### src/rtl/if_stage.sv
// rtl/if_stage.sv - MIPS instruction-fetch stage: PC register, redirect select, IF/ID register
module if_stage #(
  parameter logic [31:0] RESET_PC = 32'h0000_0000,
  parameter logic [31:0] NOP_INST = 32'h0000_0000
) (
  input  logic        clk,
  input  logic        rst,
  output logic [31:0] pc_out,
  input  logic [31:0] im_inst,
  input  logic        stall,
  input  logic        br_taken,
  input  logic [15:0] br_offset,
  input  logic        jmp,
  input  logic [25:0] jmp_index,
  input  logic        jr,
  input  logic [31:0] jr_target,
  input  logic [31:0] id_pc_plus4,
  output logic [31:0] ifid_inst,
  output logic [31:0] ifid_pc_plus4,
  output logic        ifid_valid,
  output logic        addr_err
);

  logic [31:0] pc_q, pc_d;
  logic [31:0] ifid_inst_q, ifid_inst_d;
  logic [31:0] ifid_pc_plus4_q, ifid_pc_plus4_d;
  logic        ifid_valid_q, ifid_valid_d;
  logic        addr_err_q, addr_err_d;

  logic [31:0] pc_plus4;
  logic [31:0] br_target;
  logic [31:0] jmp_target;
  logic [31:0] jr_target_al;
  logic [31:0] redirect_target;
  logic        redirect;
  logic        jr_misaligned;

  // Natural 32-bit wrap: 32'hFFFF_FFFC + 4 becomes zero with no flag.
  assign pc_plus4      = pc_q + 32'd4;
  assign br_target     = id_pc_plus4 + {{14{br_offset[15]}}, br_offset, 2'b00};
  assign jmp_target    = {id_pc_plus4[31:28], jmp_index, 2'b00};
  assign jr_target_al  = {jr_target[31:2], 2'b00};
  assign jr_misaligned = jr_target[1:0] != 2'b00;
  assign redirect      = jr | jmp | br_taken;

  always_comb begin
    redirect_target = br_target;
    if (jr) begin
      redirect_target = jr_target_al;
    end else if (jmp) begin
      redirect_target = jmp_target;
    end
  end

  // A redirect seen during a stall is dropped; ID re-issues it once the stall clears.
  always_comb begin
    pc_d            = pc_q;
    ifid_inst_d     = ifid_inst_q;
    ifid_pc_plus4_d = ifid_pc_plus4_q;
    ifid_valid_d    = ifid_valid_q;
    addr_err_d      = 1'b0;
    if (stall) begin
      addr_err_d = 1'b0;
    end else if (redirect) begin
      pc_d            = redirect_target;
      ifid_inst_d     = NOP_INST;
      ifid_pc_plus4_d = 32'd0;
      ifid_valid_d    = 1'b0;
      addr_err_d      = jr & jr_misaligned;
    end else begin
      pc_d            = pc_plus4;
      ifid_inst_d     = im_inst;
      ifid_pc_plus4_d = pc_plus4;
      ifid_valid_d    = 1'b1;
    end
  end

  always_ff @(posedge clk) begin
    if (rst) begin
      pc_q            <= RESET_PC;
      ifid_inst_q     <= NOP_INST;
      ifid_pc_plus4_q <= 32'd0;
      ifid_valid_q    <= 1'b0;
      addr_err_q      <= 1'b0;
    end else begin
      pc_q            <= pc_d;
      ifid_inst_q     <= ifid_inst_d;
      ifid_pc_plus4_q <= ifid_pc_plus4_d;
      ifid_valid_q    <= ifid_valid_d;
      addr_err_q      <= addr_err_d;
    end
  end

  assign pc_out        = pc_q;
  assign ifid_inst     = ifid_inst_q;
  assign ifid_pc_plus4 = ifid_pc_plus4_q;
  assign ifid_valid    = ifid_valid_q;
  assign addr_err      = addr_err_q;

endmodule

### config.mk
export PLATFORM = sky130hd
export DESIGN_NAME = if_stage
export DESIGN_NICKNAME = d
export VERILOG_FILES = /design/src/rtl/if_stage.sv
export SDC_FILE = /design/constraint.sdc
export NUM_CORES = 1
export LEC_CHECK = 0
export BUFFER_PORTS_ARGS = -buffer_cell sky130_fd_sc_hd__clkbuf_2
export CAP_MARGIN = 30
export CORE_MARGIN = 8
export CORE_UTILIZATION = 50
export CTS_CLUSTER_DIAMETER = 80
export DETAILED_ROUTE_END_ITERATION = 10
export PLACE_DENSITY = 0.84
export SKIP_CTS_REPAIR_TIMING = 1
export SLEW_MARGIN = 10
export SYNTH_ARGS = -nofsm -noshare
export SYNTH_HDL_FRONTEND = slang
export SYNTH_SLANG_ARGS = --single-unit
### constraint.sdc
create_clock -name clk -period 3.3 [get_ports clk]
set_input_delay 0.66 -clock clk [delete_from_list [all_inputs] [get_ports clk]]
set_output_delay 0.66 -clock clk [all_outputs]
set_load 0.02 [all_outputs]
; ---- Word-level counts from Yosys, hierarchy flattened
; Index checks and enable logic that the tools add are counted.
[word_totals]
register_bits = 98
inputBits = 144
output_inout_bits = 98
[op_classes]
addsub = 2
muxes = 6
bitwise = 4
n_reduce_logical = 2
[op_table]
columns = cell, n
row1 = 32-bit 2-to-1 mux, 5
row2 = "32-bit by 3-bit adder with 32-bit output, second input constant", 1
row3 = 32-bit adder, 1
row4 = 3-bit OR reduction, 1
row5 = 1-bit bitwise OR, 2
row6 = 2-bit nonzero test, 1
row7 = 1-bit bitwise AND, 1
row8 = 1-bit 2-to-1 mux, 1
row9 = 1-bit inverter, 1

; ---- Logic depth before layout (Yosys ltp)
; Gate-level depths: netlist (run 1).
[logic_depth]
word_depth = 4
depth_mapped = 11
mapped_depth_nobuf = 11

; ---- Least setup slack after synthesis (run 1)
; Ideal clock, no wire load.
[synth_path]
path_type = input to register
start = input port br_offset[0]
end = register pc_q[24], in the netlist pc_out[24]
setup_time_ps = 86
arrival_ps = 2889
required_time_ps = 3214
path_slack_ps = 325
path_stages = 11
path_buffers = 0
path_cell_list = ha_1 fa_1 a21o_1 a21o_1 and3_1 nor2_1 a211oi_1 a21bo_2 a221oi_2 xor2_1 a211oi_1
[synth_via]
elab_chain_cells = 4
[synth_rtl]
columns = item, line_no
row1 = "start, declared", 12  ; input logic [15:0] br_offset,
row2 = 32-bit adder, 40  ; assign br_target = id_pc_plus4 + {{14{br_offset[15]}}, br_offset, 2'b00};
row3 = 32-bit 2-to-1 mux, 50  ; end else if (jmp) begin
row4 = 32-bit 2-to-1 mux, 48  ; if (jr) begin
row5 = 32-bit 2-to-1 mux, 64  ; end else if (redirect) begin
row6 = "end signal, assigned", 86  ; pc_q <= pc_d;
row7 = "end, declared", 24  ; logic [31:0] pc_q, pc_d;
; Every way passes these cells.
; A chain may end at the register's enable or synchronous reset.

; ---- Worst setup path after layout (run 1)
[layout_path]
start = input port br_offset[0]
end = register pc_q[30], in the netlist pc_out[30]
; Same word-level chain as after synthesis.

==> metrics, run 1 <==
Num CTS Buffers 9; Final Hold Viols 0; Max Fclk 346 MHz; Final Skew 0.00792 ns; Initial Util 0.506; DR DRC count 0; NetSw 1.00 mW; Clock Path Buffers 2; Clock H-tree levels 3; Slew Limit Fails 0; crit share post-route 0.875; RSZ-0062 raised after global routing no; synthesized cell area 6300 sq um; pin count of the biggest net entering global routing 75; WP data required 3.52 ns; PwrDens between 300 and 400 nW/um^2; VDD IR max 0.000242 V; Arr. time, crit path 3.11 ns; Vias/cell 5.74; #FFs+latches synth 98; vias 7,076; total gr overflow 0; status finished clean; RD Place Congestion slightly above 0.9; Flop pwr share 0.409; Fillers 1,130; DIE AREA between 15,000 and 20,000 sq um; Core Area 12,500 sq um; Final min period just under 3 ns; cell count after synthesis 847; count of cell types in the netlist 58; setup TNS 0 ns; Synth warnings 0; GR Util All Layers 0.255; Slew headroom 0.458; Initial DRT Pass Iterations 5; Root Buffer clkbuf_16; top_reg_cell synth dfxtp_1; Leak Pwr 3.73 nW; I/O pin cnt between 200 and 250; nets 1,231; final setup fails 0; Worst Setup Path Type primary input to flop; switch share 0.319; worst min-delay path category flop to flop; Seq/Total Area, Yosys 0.311; worst slew pin tran 0.813 ns; CP startpoint kind primary input; ys async rst share 0; Clock Latency Late Sink 0.34 ns; Inserted Diodes 0; number of global-route vias before repair 6,502; syn_area_per_cell 7.44 sq um; Synthesized Nets about 1,000; die width 128 um; CTS tree done; fraction of layout cells with a size suffix above 1 0.270; Post-synth EDFFs 0; Buf/Inv on CP 2; initial drt markers 568; critical-path maximum fanout 3; clock slew at reported path FFs 0.07 ns; initial antenna violation count 0; die height 128 um; DPL Wire Length 16.9 mm; Crit. End Element flop; clock power share 0.343; DRT Wirelength roughly 22 mm; Top Family by Delay on Critical Path compound AO/OA/AOI/OAI gates; Layout area overhead 25.8%; drt wl/cell roughly 18 um; Finished Core Util 0.636; Port Buf Inserts approximately 240; global-route wire length before repair 33.7 mm; MaxCap Viol Count 0; Int Power about 2.1 mW; total clock sinks 98; slowest stage cell, crit path fa_1; post-route ant nets 0; biggest cell delay along the critical path 0.42 ns; most frequent CP cell a21o_1; row count 41; Comb power frac 0.248; Cell Chain, Critical Path clkbuf_2, ha_1, fa_1, a21o_1, a21o_1, and3_1, nor2_1, buf_4, a21boi_2, o211a_1, or3_1, o2111ai_1, a31oi_1
[registers in the layout, summed over array words and instances, names as in the netlist]
| register | cells |
|---|---|
| ifid_inst | 32 |
| ifid_valid | 1 |
| pc_out | 32 |
| ifid_pc_plus4 | 32 |
| addr_err | 1 |
[synthesized netlist by cell type (all sizes together) (3+ instances only)]
| cell type | instances | area share |
|---|---|---|
| o21ai | 63 | 0.051 |
| o21a | 4 | 0.0048 |
| nand3 | 24 | 0.020 |
| o311ai | 3 | 0.0042 |
| a31oi | 13 | 0.013 |
| nor2 | 115 | 0.068 |
| and3 | 45 | 0.045 |
| and2 | 3 | 0.0030 |
| ha | 30 | 0.060 |
| o2111ai | 3 | 0.0042 |
| inv | 16 | 0.0095 |
| dfxtp | 98 | 0.31 |
| o211ai | 5 | 0.0060 |
| xnor2 | 31 | 0.043 |
| buf | 10 | 0.0085 |
| nor3 | 19 | 0.017 |
| nor2b | 4 | 0.0040 |
| nand2b | 5 | 0.0050 |
| nor3b | 4 | 0.0083 |
| clkbuf | 49 | 0.030 |
| xor2 | 20 | 0.028 |
| a221oi | 8 | 0.013 |
| o221ai | 4 | 0.0056 |
| a221o | 3 | 0.0048 |
| and4 | 3 | 0.0042 |
| a21o | 9 | 0.011 |
| o31ai | 3 | 0.0036 |
| or3 | 3 | 0.0030 |
| nand4 | 8 | 0.0079 |
| nor4 | 5 | 0.0050 |
| nand2 | 72 | 0.043 |
| a211oi | 11 | 0.013 |
| a21oi | 112 | 0.089 |
| o22ai | 5 | 0.0050 |
| a22oi | 22 | 0.026 |
[worst min-delay path, cell delays in order (launching register included)]
cell and delay (ns):
dfxtp_1 0.31, nand2_1 0.06, a21oi_1 0.05
[stage by stage]
step                instances  hold slack (ns)  area (sq um)  power (mW)  setup slack (ns)
floorplan                 847            0.541          6300        1.80             0.325
CTS                      1233            0.467          7930        3.14             0.412
finish                   1233            0.465          7930        3.14             0.413
global route             1233            0.492          7930        3.28             0.239
detailed placement       1217            0.458          7620        2.07            0.0558
global placement         1217            0.450          7620        2.06             0.119
[cell families (layout without fill, tap and decap cells)]
group | Yosys count | in the layout | share of synthesized area
buf+inv | 75 | 289 | 0.0478
flops | 98 | 98 | 0.311
fa+ha+maj | 31 | 31 | 0.0627
compound gates | 280 | 280 | 0.271
simple gates | 312 | 312 | 0.236
xor+xnor | 51 | 51 | 0.0709
[cell type report]
type	instances	area, sq um	area share
flip-flops and latches	98	1960	0.247
clock inverters	6	75.1	0.00947
multi-input cells	674	4050	0.510
clock buffers	10	229	0.0289
well taps	172	215	0.0271
inverters	16	60.1	0.00757
repair buffers	257	1340	0.169
[routing by layer]
| layer | global-route usage | wire, um |
|---|---|---|
| met3 | 0.0770 | 2500 |
| met5 | 0 | 0 |
| met4 | 0.0986 | 502 |
| met2 | 0.404 | 9730 |
| met1 | 0.318 | 9140 |
[power groups by stage]
stage	Combinational, mW	Sequential [mW]	Clock, mW
5_1_grt	0.851	1.29	1.14
3_5_place_dp	0.764	1.31	0
6_report	0.778	1.28	1.08
2_1_floorplan	0.456	1.35	0
3_3_place_gp	0.757	1.31	0
4_1_cts	0.769	1.28	1.09
[cell usage in the layout, fill, tap and decap left out, types with 3 or more instances in the layout]
cell,count
a211oi_1,11
a21o_1,9
a21oi_1,112
a221o_1,3
a221oi_1,6
a22oi_1,22
a31oi_1,13
and2_1,3
and3_1,44
and4_1,3
buf_4,16
clkbuf_16,9
clkbuf_2,240
dfxtp_1,98
ha_1,30
inv_1,15
nand2_1,71
nand2b_1,5
nand3_1,23
nand4_1,8
nor2_1,114
nor2b_1,4
nor3_1,18
nor4_1,5
o2111ai_1,3
o211ai_1,5
o21a_1,4
o21ai_0,60
o221ai_1,4
o22ai_1,5
o311ai_0,3
o31ai_1,3
or3_1,3
xnor2_1,31
xor2_1,20
[final timing paths]
| kind | start | endpoint | slack [ns] | depth (start not counted) |
|---|---|---|---|---|
| worst max-delay path | br_offset[0] | pc_out[30] | 0.41 | 13 |
| worst min-delay path | ifid_pc_plus4[4] | ifid_pc_plus4[4] | 0.46 | 2 |
| worst max register to register | pc_out[2] | pc_out[28] | 0.70 | 10 |
| worst min register to register | ifid_pc_plus4[4] | ifid_pc_plus4[4] | 0.46 | 2 |
Power figures use the tool's default switching activity.
==> run 2, diff against run 1 <==
--- a/config.mk
+++ b/config.mk
@@ -11,7 +11,7 @@
 export CORE_UTILIZATION = 50
 export CTS_CLUSTER_DIAMETER = 80
 export DETAILED_ROUTE_END_ITERATION = 10
-export PLACE_DENSITY = 0.84
+export PLACE_DENSITY = 0.8
 export SKIP_CTS_REPAIR_TIMING = 1
 export SLEW_MARGIN = 10
 export SYNTH_ARGS = -nofsm -noshare
==> metrics, run 2 (synthesis results as in run 1) <==
status finished clean; DPL Wire Length 16.5 mm; commonest non-fill, non-tap cell in the layout clkbuf_2; worst min-delay path category flop to flop; Port Buf Inserts 241; die width 128 um; Register-to-Register Path Depth 10; Slew Limit Fails 0; Initial Util 0.506; number of global-route vias before repair 6,501; Clock H-tree levels 3; RD Place Congestion 0.944; Num CTS Buffers 9; crit path to pc_out[24]; total gr overflow 0; CP startpoint kind primary input; worst slew pin tran 0.749 ns; setup slack, reg-to-reg 0.68 ns; CTS tree done; DIE AREA 16,500 sq um; GR Util All Layers 0.250; DRT Wirelength 21.5 mm; Max Fclk roughly 340 MHz; Initial DRT Pass Iterations 5; clock slew at reported path FFs 0.07 ns; Crit. End Element flop; Cell Chain, Critical Path clkbuf_2, ha_1, fa_1, a21o_1, a21o_1, and3_1, nor2_1, a211oi_1, a21bo_2, a221oi_2, xor2_1, a211oi_1; Arr. time, crit path ~3.2 ns; non-filler cells, final 1,232; crit share post-route 0.899; Leak Pwr about 3.7 nW; WP data required 3.55 ns; Layout area overhead 24.9%; Core Area 12,500 sq um; most frequent cells in the layout 240 x clkbuf_2, 114 x nor2_1, 112 x a21oi_1; VDD IR max 0.000198 V; fraction of layout cells with a size suffix above 1 0.268; slowest stage cell, crit path fa_1; I/O pin cnt roughly 240; Placed Area 7600 sq um; total clock sinks 98; Worst Setup Path Type primary input to flop; Clock Path Buffers 2; Slew headroom 0.500; Final Skew 0.0103 ns; crit path from br_offset[0]; final instance area approximately 7900 sq um; Root Buffer clkbuf_16; global-route wire length before repair 33.1 mm; PwrDens 384 nW/um^2; Vias/cell ~5.7; post-route ant nets 0; biggest cell delay along the critical path 0.40 ns; Final Hold Viols 0; die height 128 um; Reg area roughly 2000 sq um; Final min period between 2 and 3 ns; worst hold slack 0.467 ns; setup TNS 0 ns; DR DRC count 0; FF-to-FF End pc_out[28]; M3 GR Usage 0.0541; Multi-input gate area 4050 sq um; MaxCap Viol Count 0; RSZ-0062 raised after global routing no; final setup fails 0; Clock Latency Late Sink 0.34 ns; initial drt markers 549; pin count of the biggest net entering global routing 65; Fillers about 1,200; initial antenna violation count 1; reg-to-reg startpoint pc_out[2]; vias 7,022; grt met1 use 0.324; GR Util met2 0.389; critical-path maximum fanout 4; drt wl/cell 17.4 um; row count around 40; GRT busiest layer met2; nets 1,229; placed cells 1,215
==> run 2: layout make-up <==
type                    instances  area share
clock inverters                 6     0.00556
well taps                     172      0.0273
multi-input cells             674       0.514
inverters                      16     0.00763
clock buffers                  10      0.0291
flip-flops and latches         98       0.249
diodes                          1    0.000318
repair buffers                255       0.167
==> run 2: worst min-delay path by stage <==
stage,from,endpoint,slack [ns],cells after the start
after detailed placement,ifid_pc_plus4[24],ifid_pc_plus4[24],0.46,2
after global routing,ifid_pc_plus4[24],ifid_pc_plus4[24],0.50,2
final,ifid_pc_plus4[24],ifid_pc_plus4[24],0.47,2
after floorplan,ifid_pc_plus4[24],ifid_pc_plus4[24],0.54,2
after CTS,ifid_pc_plus4[24],ifid_pc_plus4[24],0.47,2
after global placement,ifid_pc_plus4[24],ifid_pc_plus4[24],0.45,2
==> run 2: where the power goes <==
| group | switching (mW) | internal [mW] |
|---|---|---|
| Combinational | 0.463 | 0.308 |
| Sequential | 0.0561 | 1.23 |
| Clock | 0.458 | 0.513 |
==> run 2: layer usage <==
metal  wire [um]  up-vias  share of wire
met5           0        -              0
met4         608        0          0.028
met3        1990       37          0.093
met2        9480      338           0.44
met1        9410     3170           0.44
li1            -     3477              -
==> run 2: metrics by stage <==
step / util / setup slack, ns / total power, mW
after global routing: 0.632 / 0.115 / 3.17
after CTS: 0.631 / 0.324 / 3.03
after floorplan: - / 0.325 / 1.80
after global placement: 0.609 / 0.0397 / 2.06
after detailed placement: 0.609 / -0.0255 / 2.07
final: 0.632 / 0.333 / 3.02
==> run 2: worst max-delay path, delay by kind of cell <==
kind                     cells  cell delay (ns)
buffers and inverters        1             0.08
AND/OR/NAND/NOR              2             0.43
XOR/XNOR                     1             0.10
adder cells (fa/ha/maj)      2             0.62
AO/OA/AOI/OAI                6             1.31
==> run 3, diff against run 2 <==
==> constraint.sdc (replaced) <==
create_clock -name clk -period 3 [get_ports clk]
set_input_delay 0.6 -clock clk [delete_from_list [all_inputs] [get_ports clk]]
set_output_delay 0.6 -clock clk [all_outputs]
set_load 0.02 [all_outputs]
==> metrics, run 3 (synthesis results as in run 1) <==
vias 7,089; critical-path maximum fanout 4; die width 128 um; total clock sinks 98; initial antenna violation count 1; RSZ-0062 raised after global routing no; worst setup margin 0.224 ns; Max Fclk 360 MHz; PwrDens 450 nW/um^2; DIE AREA between 15,000 and 20,000 sq um; Layout area overhead 28.4%; Arr. time, crit path 2.96 ns; worst slew pin tran 0.825 ns; die height approximately 130 um; Slew headroom 0.450; Port Buf Inserts 241; most frequent cells in the layout 240 x clkbuf_2, 114 x nor2_1, 112 x a21oi_1; GR Util All Layers 0.255; Vias/cell 5.67; CP startpoint kind primary input; crit share post-route 0.925; nets 1,248; Clock Path Buffers 2; initial drt markers 516; reg-to-reg startpoint pc_out[2]; DRT Wirelength 21.8 mm; GRT busiest layer met2; Clock Latency Late Sink 0.34 ns; Worst Setup Path Type primary input to flop; Placed Area 7740 sq um; hold path cells 2; pin count of the biggest net entering global routing 75; WP data required 3.18 ns; status finished clean; fraction of layout cells with a size suffix above 1 0.282; clock slew at reported path FFs around 0.07 ns; Crit. End Element flop; DPL Wire Length 16.8 mm; post-route ant nets 0; hold path start ifid_pc_plus4[24]; MaxCap Viol Count 0; total gr overflow 0; commonest non-fill, non-tap cell in the layout clkbuf_2; non-filler cells, final roughly 1,300; FF-to-FF End pc_out[30]; Core Area between 10,000 and 15,000 sq um; RD Place Congestion a little under 1; DR DRC count 0; drt wl/cell 17.4 um; Register-to-Register Path Depth 9; Clock H-tree levels 3; Final Hold Viols 0; GR Util met2 0.402; VDD IR max 0.000300 V; CTS tree done; Final min period between 2 and 3 ns; Slew Limit Fails 0; Initial Util 0.506; Root Buffer clkbuf_16; Initial DRT Pass Iterations 5; M3 GR Usage 0.0674; placed cells 1,234; Final Skew approximately 0.0082 ns; grt met1 use 0.328; worst min-delay path category flop to flop; I/O pin cnt 242; Hold EP ifid_pc_plus4[24]; final setup fails 0; setup slack, reg-to-reg 0.43 ns; Leak Pwr roughly 3.8 nW; row count 41; Num CTS Buffers 9; setup TNS 0 ns; final instance area 8090 sq um; crit path from br_offset[0]; number of global-route vias before repair 6,667; global-route wire length before repair 34.1 mm; pre-CTS setup slack -0.133 ns
-- run 3: final cells by class --
cell class                      count  area [sq um]
Fill cell                        1163          4370
Multi-Input combinational cell    674          4050
Sequential cell                    98          1960
Timing Repair Buffer              274          1460
Clock buffer                       10           239
Tap cell                          172           215
Clock inverter                      6           113
Inverter                           16          60.1
Antenna cell                        1          2.50
-- run 3: stage by stage --
stage                     total power, mW  hold WS [ns]   util
after floorplan                      1.98         0.541      -
after CTS                            3.66         0.470  0.649
after global placement               2.30         0.452  0.621
after detailed placement             2.31         0.459  0.621
final                                3.64         0.469  0.649
after global routing                 3.82         0.499  0.649
-- run 3: critical path, cell delays in order --
cell and delay (ns):
clkbuf_2 0.08, ha_1 0.21, fa_1 0.41, a21o_1 0.19, a21o_1 0.18, and3_1 0.16, nor2_1 0.09, buf_4 0.14
a211oi_1 0.08, a21bo_2 0.25, a221oi_2 0.27, xor2_1 0.20, a211oi_1 0.09
-- run 3: worst max-delay path by stage --
stage,end,slack [ns]
final,pc_out[24],0.22
after global routing,pc_out[24],0.04
after CTS,pc_out[24],0.23
after detailed placement,pc_out[24],-0.13
after global placement,pc_out[24],-0.04
after floorplan,pc_out[24],0.09
-- run 3: power by group --
group          switching [mW]  total, mW  internal, mW
clock                   0.506       1.35         0.841
sequential             0.0629       1.41          1.35
combinational           0.516      0.884         0.367
total                    1.09       3.64          2.56
-- run 3: layer usage --
layer,up-vias,part of all wire
li1,3501,-
met3,40,0.095
met1,3203,0.44
met2,345,0.44
met5,-,0
met4,0,0.028
